$ cat config.mk
export PLATFORM = sky130hd
export DESIGN_NAME = pattern_seq_gen
export DESIGN_NICKNAME = d
export VERILOG_FILES = /design/src/rtl/pattern_seq_pkg.sv /design/src/rtl/pattern_seq_gen_counter.sv /design/src/rtl/pattern_seq_gen.sv
export SDC_FILE = /design/constraint.sdc
export NUM_CORES = 1
export LEC_CHECK = 0
export CAP_MARGIN = 5
export CORE_UTILIZATION = 40
export DETAILED_ROUTE_END_ITERATION = 10
export DONT_BUFFER_PORTS = 1
export PLACE_DENSITY = 0.53
export REMOVE_ABC_BUFFERS = 1
export SETUP_SLACK_MARGIN = 0.15
export SYNTH_ARGS = -nofsm -noshare
export SYNTH_HDL_FRONTEND = slang
export SYNTH_SLANG_ARGS = --single-unit
$ cat constraint.sdc
create_clock -name clk -period 2.2 [get_ports clk]
set_input_delay 0.22 -clock clk [delete_from_list [all_inputs] [get_ports clk]]
set_output_delay 0.22 -clock clk [all_outputs]
set_load 0.005 [all_outputs]
$ cat src/rtl/pattern_seq_pkg.sv
// Shared helpers for the pattern sequence generator: counter width derivation,
// default pattern bit placement and direction encodings.
package pattern_seq_pkg;

  typedef enum logic {
    DN = 1'b0,
    UP = 1'b1
  } dir_e;

  function automatic int unsigned cnt_w_of(input int unsigned depth);
    return (depth < 2) ? 1 : $clog2(depth);
  endfunction

  // Bit set in default word i: the pattern is 1 << (i mod data_w).
  function automatic int unsigned default_bit_pos(input int unsigned i,
                                                  input int unsigned data_w);
    return i % data_w;
  endfunction

endpackage

$ cat src/rtl/pattern_seq_gen_counter.sv
// Modulo-MOD up/down/load counter with wrap pulse.
// Build option SEQ_ONESHOT_EN: saturate at the terminal value with a sticky done flag.
module seq_counter
  import pattern_seq_pkg::*;
#(
  parameter int unsigned MOD   = 10,
  parameter int unsigned CNT_W = 4
) (
  input  logic             clk,
  input  logic             rst,
  input  logic             en,
  input  logic             dir,
  input  logic             load,
  input  logic [CNT_W-1:0] load_val,
  output logic [CNT_W-1:0] count,
  output logic             wrap
);

  localparam logic [CNT_W-1:0] LAST = CNT_W'(MOD - 1);

  logic [CNT_W-1:0] count_nxt;
  logic             wrap_nxt;
  logic [CNT_W-1:0] load_clamped;
  logic             going_up;

  assign load_clamped = (load_val > LAST) ? LAST : load_val;
  assign going_up     = (dir_e'(dir) == UP);

  always_comb begin
    count_nxt = count;
    wrap_nxt  = 1'b0;
    if (load) begin
      count_nxt = load_clamped;
    end else if (en) begin
`ifdef SEQ_ONESHOT_EN
      // Done sets when a step lands on the terminal value and holds while parked;
      // stepping away (direction reversal) recomputes it as clear.
      if (going_up) begin
        if (count == LAST) begin
          wrap_nxt = wrap;
        end else begin
          count_nxt = count + 1'b1;
          wrap_nxt  = (count_nxt == LAST);
        end
      end else begin
        if (count == '0) begin
          wrap_nxt = wrap;
        end else begin
          count_nxt = count - 1'b1;
          wrap_nxt  = (count_nxt == '0);
        end
      end
`else
      if (going_up) begin
        if (count == LAST) begin
          count_nxt = '0;
          wrap_nxt  = 1'b1;
        end else begin
          count_nxt = count + 1'b1;
        end
      end else begin
        if (count == '0) begin
          count_nxt = LAST;
          wrap_nxt  = 1'b1;
        end else begin
          count_nxt = count - 1'b1;
        end
      end
`endif
    end else begin
`ifdef SEQ_ONESHOT_EN
      wrap_nxt = wrap;
`else
      wrap_nxt = 1'b0;
`endif
    end
  end

  always_ff @(posedge clk) begin
    if (rst) begin
      count <= '0;
      wrap  <= 1'b0;
    end else begin
      count <= count_nxt;
      wrap  <= wrap_nxt;
    end
  end

endmodule

$ cat src/rtl/pattern_seq_gen.sv
// Counter-addressed writable pattern memory with per-step serial bit select.
// Build option SEQ_ONESHOT_EN selects saturating one-shot counting (see seq_counter).
module pattern_seq_gen
  import pattern_seq_pkg::*;
#(
  parameter int unsigned DATA_W = 16,
  parameter int unsigned DEPTH  = 16,
  parameter int unsigned MOD    = 10,
  parameter int unsigned CNT_W  = cnt_w_of(DEPTH)
) (
  input  logic              clk,
  input  logic              rst,
  input  logic              en,
  input  logic              dir,
  input  logic              load,
  input  logic [CNT_W-1:0]  load_val,
  input  logic              wr_en,
  input  logic [CNT_W-1:0]  wr_addr,
  input  logic [DATA_W-1:0] wr_data,
  output logic [CNT_W-1:0]  count,
  output logic [DATA_W-1:0] data,
  output logic              out,
  output logic              wrap
);

  if (MOD < 2 || MOD > DEPTH || MOD > DATA_W) begin : g_bad_mod
    $error("pattern_seq_gen: MOD must lie in 2..min(DEPTH, DATA_W)");
  end

  function automatic logic [DATA_W-1:0] default_word(input int unsigned i);
    return DATA_W'(1) << default_bit_pos(i, DATA_W);
  endfunction

  logic [DATA_W-1:0] mem [DEPTH];

  seq_counter #(
    .MOD   (MOD),
    .CNT_W (CNT_W)
  ) u_counter (
    .clk      (clk),
    .rst      (rst),
    .en       (en),
    .dir      (dir),
    .load     (load),
    .load_val (load_val),
    .count    (count),
    .wrap     (wrap)
  );

  // One register per word; addresses with no matching word (>= DEPTH) write nothing.
  for (genvar g = 0; g < int'(DEPTH); g++) begin : g_word
    localparam logic [CNT_W-1:0] ADDR = CNT_W'(g);
    logic [DATA_W-1:0] word;

    always_ff @(posedge clk) begin
      if (rst) begin
        word <= default_word(g);
      end else if (wr_en && wr_addr == ADDR) begin
        word <= wr_data;
      end
    end

    assign mem[g] = word;
  end

  assign data = mem[count];
  assign out  = data[count];

endmodule

# Word level (Yosys, flattened, before mapping)
# Index checks and enable logic that the tools add are counted.
# op_classes
bitwise	2
n_eq_ne	16
add_sub_neg	2
n_lt_le_gt_ge	3
n_mux	14
reduce_logical	20
# op_table
op	count
$bmux W16 S4	1
$eq A4 B4 Y1 const B	9
$mux W16	2
$mux W4	6
$eq A4 B3 Y1 const B	4
$logic_and A1 B1 Y1	16
$eq A4 B2 Y1 const B	2
$logic_not A4 Y1	2
$ge A5 B5 Y1 const B	1
$lt A4 B5 Y1 const B	1
$not A4 Y5	1
$add A4 B1 Y4 const B	1
$bmux W1 S4	1
$eq A4 B1 Y1 const B	1
$gt A4 B4 Y1 const B	1
$mux W1	4
$sub A4 B1 Y4 const B	1
$reduce_or A3 Y1	1
$reduce_bool A2 Y1	1
$not A1 Y1	1
# totals
register_bits	261
out_inout_bits	22
in_bits	30
elab_cells	75

# Depth between registers and ports, before layout
# logic_depth
word_depth	6
depth_mapped	9
mapped_depth_nobuf	5

# Hierarchy
# Synthesis repeated with hierarchy kept, for this count alone.
# hier_totals
hier_cells	1375
hier_area_um2	11441.0
# modules_own_cells
mod	instances	seq_area_each_um2	area_per_inst_um2	cells_each
pattern_seq_gen	1	5124.9	11058.1	1329
seq_counter	1	100.1	382.9	46

# Worst setup path after synthesis
# OpenSTA, ideal clock, no wires.
# synth_timing
path_kind	flip-flop to output port
from	register u_counter.count[1]
to	output out
stages_incl_launch_ff	8
setup_slack_ps	-25
arrival_time_ps	2005
required_ps	1980
n_path_buf	2
cell_sequence	dfxtp_1 -> buf_4 -> buf_1 -> mux4_2 -> a22oi_1 -> a21oi_1 -> o41ai_1 -> nand4_1
# synth_via
elab_chain_cells	6
# synth_lines
element	line_no	rtl
start: declaration	pattern_seq_gen_counter.sv:15	output logic [CNT_W-1:0] count,
start signal: assignment	pattern_seq_gen_counter.sv:84	count <= count_nxt;
$not A4 Y5 (not written as such)	pattern_seq_gen.sv:66	assign data = mem[count];
$bmux W16 S4	pattern_seq_gen.sv:66	
$mux W16 (not written as such) (2 in a row)	pattern_seq_gen.sv:66	
$bmux W1 S4 (*)	pattern_seq_gen.sv:67	assign out = data[count];
$mux W1 (not written as such) (*)	pattern_seq_gen.sv:67	
end: declaration	pattern_seq_gen.sv:22	output logic out,
# Mark *: on every way between the ends. The rest lies on a longest branch, timed or not. The select of a mux whose other input is x is not followed.

# Final worst setup path
# layout_timing
from	register u_counter.count[0]
to	output out
# The elaborated chain is that of the path after synthesis.

==> results.toml <==
[timing]
finalCriticalPeriod_ns = 2.99
relSlewSlack_pct = 43.3
tightest_slew_ns = 0.848
setup_tns_ns = -4.33
maxSlewViolCount = 0
hold_viol_final = 0
setup_ws_ns = -0.786
max_freq_mhz = 335
rsz0062_at_grt = "true"
fin_skew_ns = 0.0157
finalCritPeriodShare_pct = 136
setup_viol = 17

[synthesis]
syn_area_sq_um = 11500
synth_top_area_cell = "dfxtp_1"
synth.most_common_cell = "nand2_1"
yosys.area_share.adder_pct = 0
synth_ff_type = "dfxtp_1"
ys_seq_area_share_pct = 45.6
synth_top_family_by_area = "simple AND/OR/NAND/NOR gates"
synth_common_cells = "546 x nand2_1, 261 x dfxtp_1, 260 x a21oi_1, 90 x clkbuf_1, 50 x mux4_2"
synth-compound-area-share_pct = 14.4
synth-edff-count = 0
ys_ff_latch = 261
synthXorXnorAreaFrac_pct = 0.229
ys_async_sr_fraction_pct = 0
yosysWarnings = 0
avgSynthCellArea_sq_um = 8.31
syn_inst = 1379
synthMuxAreaShare_pct = 13.0
synth_cell_types = 41
synth_top_area_share_pct = 45.6
synth_simple_gate_area_share_pct = 21.7
netlist_top_cells_area = "dfxtp_1 46%, nand2_1 18%, a21oi_1 11%"

[worst_setup_path]
cp.required_ns = 1.98
timing.rr.start = "u_counter.count[0]"
startpoint_type = "flip-flop"
cp_max_fo = 7
critPathLaunch = "u_counter.count[0]"
endpoint = "out"
r2r_cells = 7
critPathKind = "reg2out"
regToRegSetupSlack_ns = 0.22
end_kind = "primary output"
r2r_end = "u_counter.wrap"
arrival_ns = 2.77

[route]
ant_nets = 0
viasPerCell = 5.41
drc_errors = 0
drtIter0Drc = 1068
wire_per_inst_microns = 20.2
drt_wl_total_mm = 40.1
drtPass1Iterations = 6
vias = 10800

[layout]
nNetsFinal = 1623
multi_input_area_sq_um = 5900
seq_area_sq_um = 5230
postLayoutCoreUtil_pct = 55.4
drive_gt1_share_pct = 16.6
fin_area_sq_um = 15500
final.fill_count = 2571
finalNonFillerCells = 1991
layout-area-overhead-vs-synth_pct = 35.3

[die]
die_height_microns = 171
start_util_pct = 40.9
rows = 61
io_pins = 52
dieArea_sq_um = 29300
core_region_area_sq_um = 28000
die_w_microns = 171

[global_routing]
grt_max_degree = 163
grt_overflow = 0
grt_pass1_vias = 10700
antenna_found_initial = 2
grt_pass1_wl_mm = 61.3
track_usage_pct = 27.5

[power_and_ir_drop]
p_total_w = 0.0104
power.internal_w = 0.00793
peakVddDrop_mv = 0.585
p_per_area_nw_per_um2 = 670
p_sw_share_pct = 23.7
clockPowerShare_pct = 43.9
netSwitchingPower_w = 0.00246
p_leak_nw = 5.74
seq_power_share_pct = 46.5
pwr-share-comb_pct = 9.6

[run]
cap_viol_max_count = 0

[run_status]
violations = "setup timing"
status = "finished with violations"

[placed_design]
portBuffers = 0
place_area_sq_um = 12200
hpwl_mm = 22.1
dp_cells = 1733
gp_congestion = 0.848

[cts]
cts_tree = "built"
clk_pin_slew_worst_paths_ns = 0.06
clk_path_buf_depth = 3
clock_latency_ns = 0.55
cts_inserted_buffers = 29
clkSinkCount = 261
clockRootBuffer = "clkbuf_16"
htreeDepth = 1

[min_path]
hold_class = "in2reg"
hold-path-cell-count = 3
[critical path, cell delays in order, from the launching register on]
cell     delay, ns
dfxtp_4       0.36
buf_12        0.13
buf_12        0.14
mux4_2        0.50
a22oi_1       0.18
buf_4         0.16
a21oi_2       0.06
o41ai_2       0.31
buf_4         0.17
nand4_1       0.19
[worst min path at each step]
stage	from	to	slack [ns]
6_report	en	u_counter.count[3]	0.02
5_1_grt	en	u_counter.count[3]	0.01
4_1_cts	load_val[2]	u_counter.count[0]	0.002
3_5_place_dp	rst	g_word[13].word[15]	0.33
3_3_place_gp	rst	g_word[7].word[15]	0.33
2_1_floorplan	rst	g_word[0].word[10]	0.29
[flip-flops by register name, summed over array words and instances, names as in the netlist]
name and flops:
u_counter.count 4, g_word.word 256, u_counter.wrap 1
[per-layer routing]
metal	part of all wire, %	GRT usage, %
met4	1.8	6.83
met1	43	36.2
met5	0	0
met3	8.1	5.91
met2	48	45.9
[power groups by stage]
stage	Combinational, W	Clock, W	Sequential, W
finish	0.000997	0.00456	0.00484
global route	0.00105	0.00483	0.00484
CTS	0.000967	0.00461	0.00484
detailed placement	0.000645	0	0.00494
global placement	0.000642	0	0.00494
floorplan	0.000334	0	0.00499
[kinds of logic (layout without fill, tap and decap cells)]
family	count (synthesis)	in the layout
mux	64	64
other cells	0	3
simple gates	618	618
flops	261	261
compound gates	308	308
xor+xnor	3	3
buf+inv	125	356
[area by class of cell]
cell class              count  share of cell area [%]
clock buffers              45                    5.32
flip-flops and latches    261                    33.7
well taps                 378                    3.05
diodes                      3                  0.0484
clock inverters             3                   0.282
inverters                   2                  0.0484
repair buffers            306                    19.5
multi-input cells         993                    38.0
[metrics by stage]
stage               setup WS (ns)  hold slack (ns)
global placement           -0.295            0.330
detailed placement         -0.305            0.327
global route               -0.906          0.00997
floorplan                   -2.03            0.289
CTS                        -0.761          0.00224
finish                     -0.786           0.0206
[timing repair]
item                                    4_1_cts  5_1_grt
buffers inserted                             14        2
hold endpoints to repair                    261        0
cloned                                        3        0
endpoints found under the setup margin       17       19
hold buffers                                188        0
pin swaps                                    16        7
resized for setup                            75       15
[cell usage in the layout, fill, tap and decap left out, drive strengths merged, types with 6 or more instances in the layout]
cell,Yosys,routed
dfxtp,261,261
clkbuf,91,45
nor2b,6,6
a21oi,260,260
buf,32,119
nor2,18,18
nand3,6,6
nand3b,19,19
nand2,546,546
mux4,64,64
dlygate4sd3,0,187
a22oi,32,32
o21ai,6,6
No activity file was read; power rests on OpenSTA's default activity.
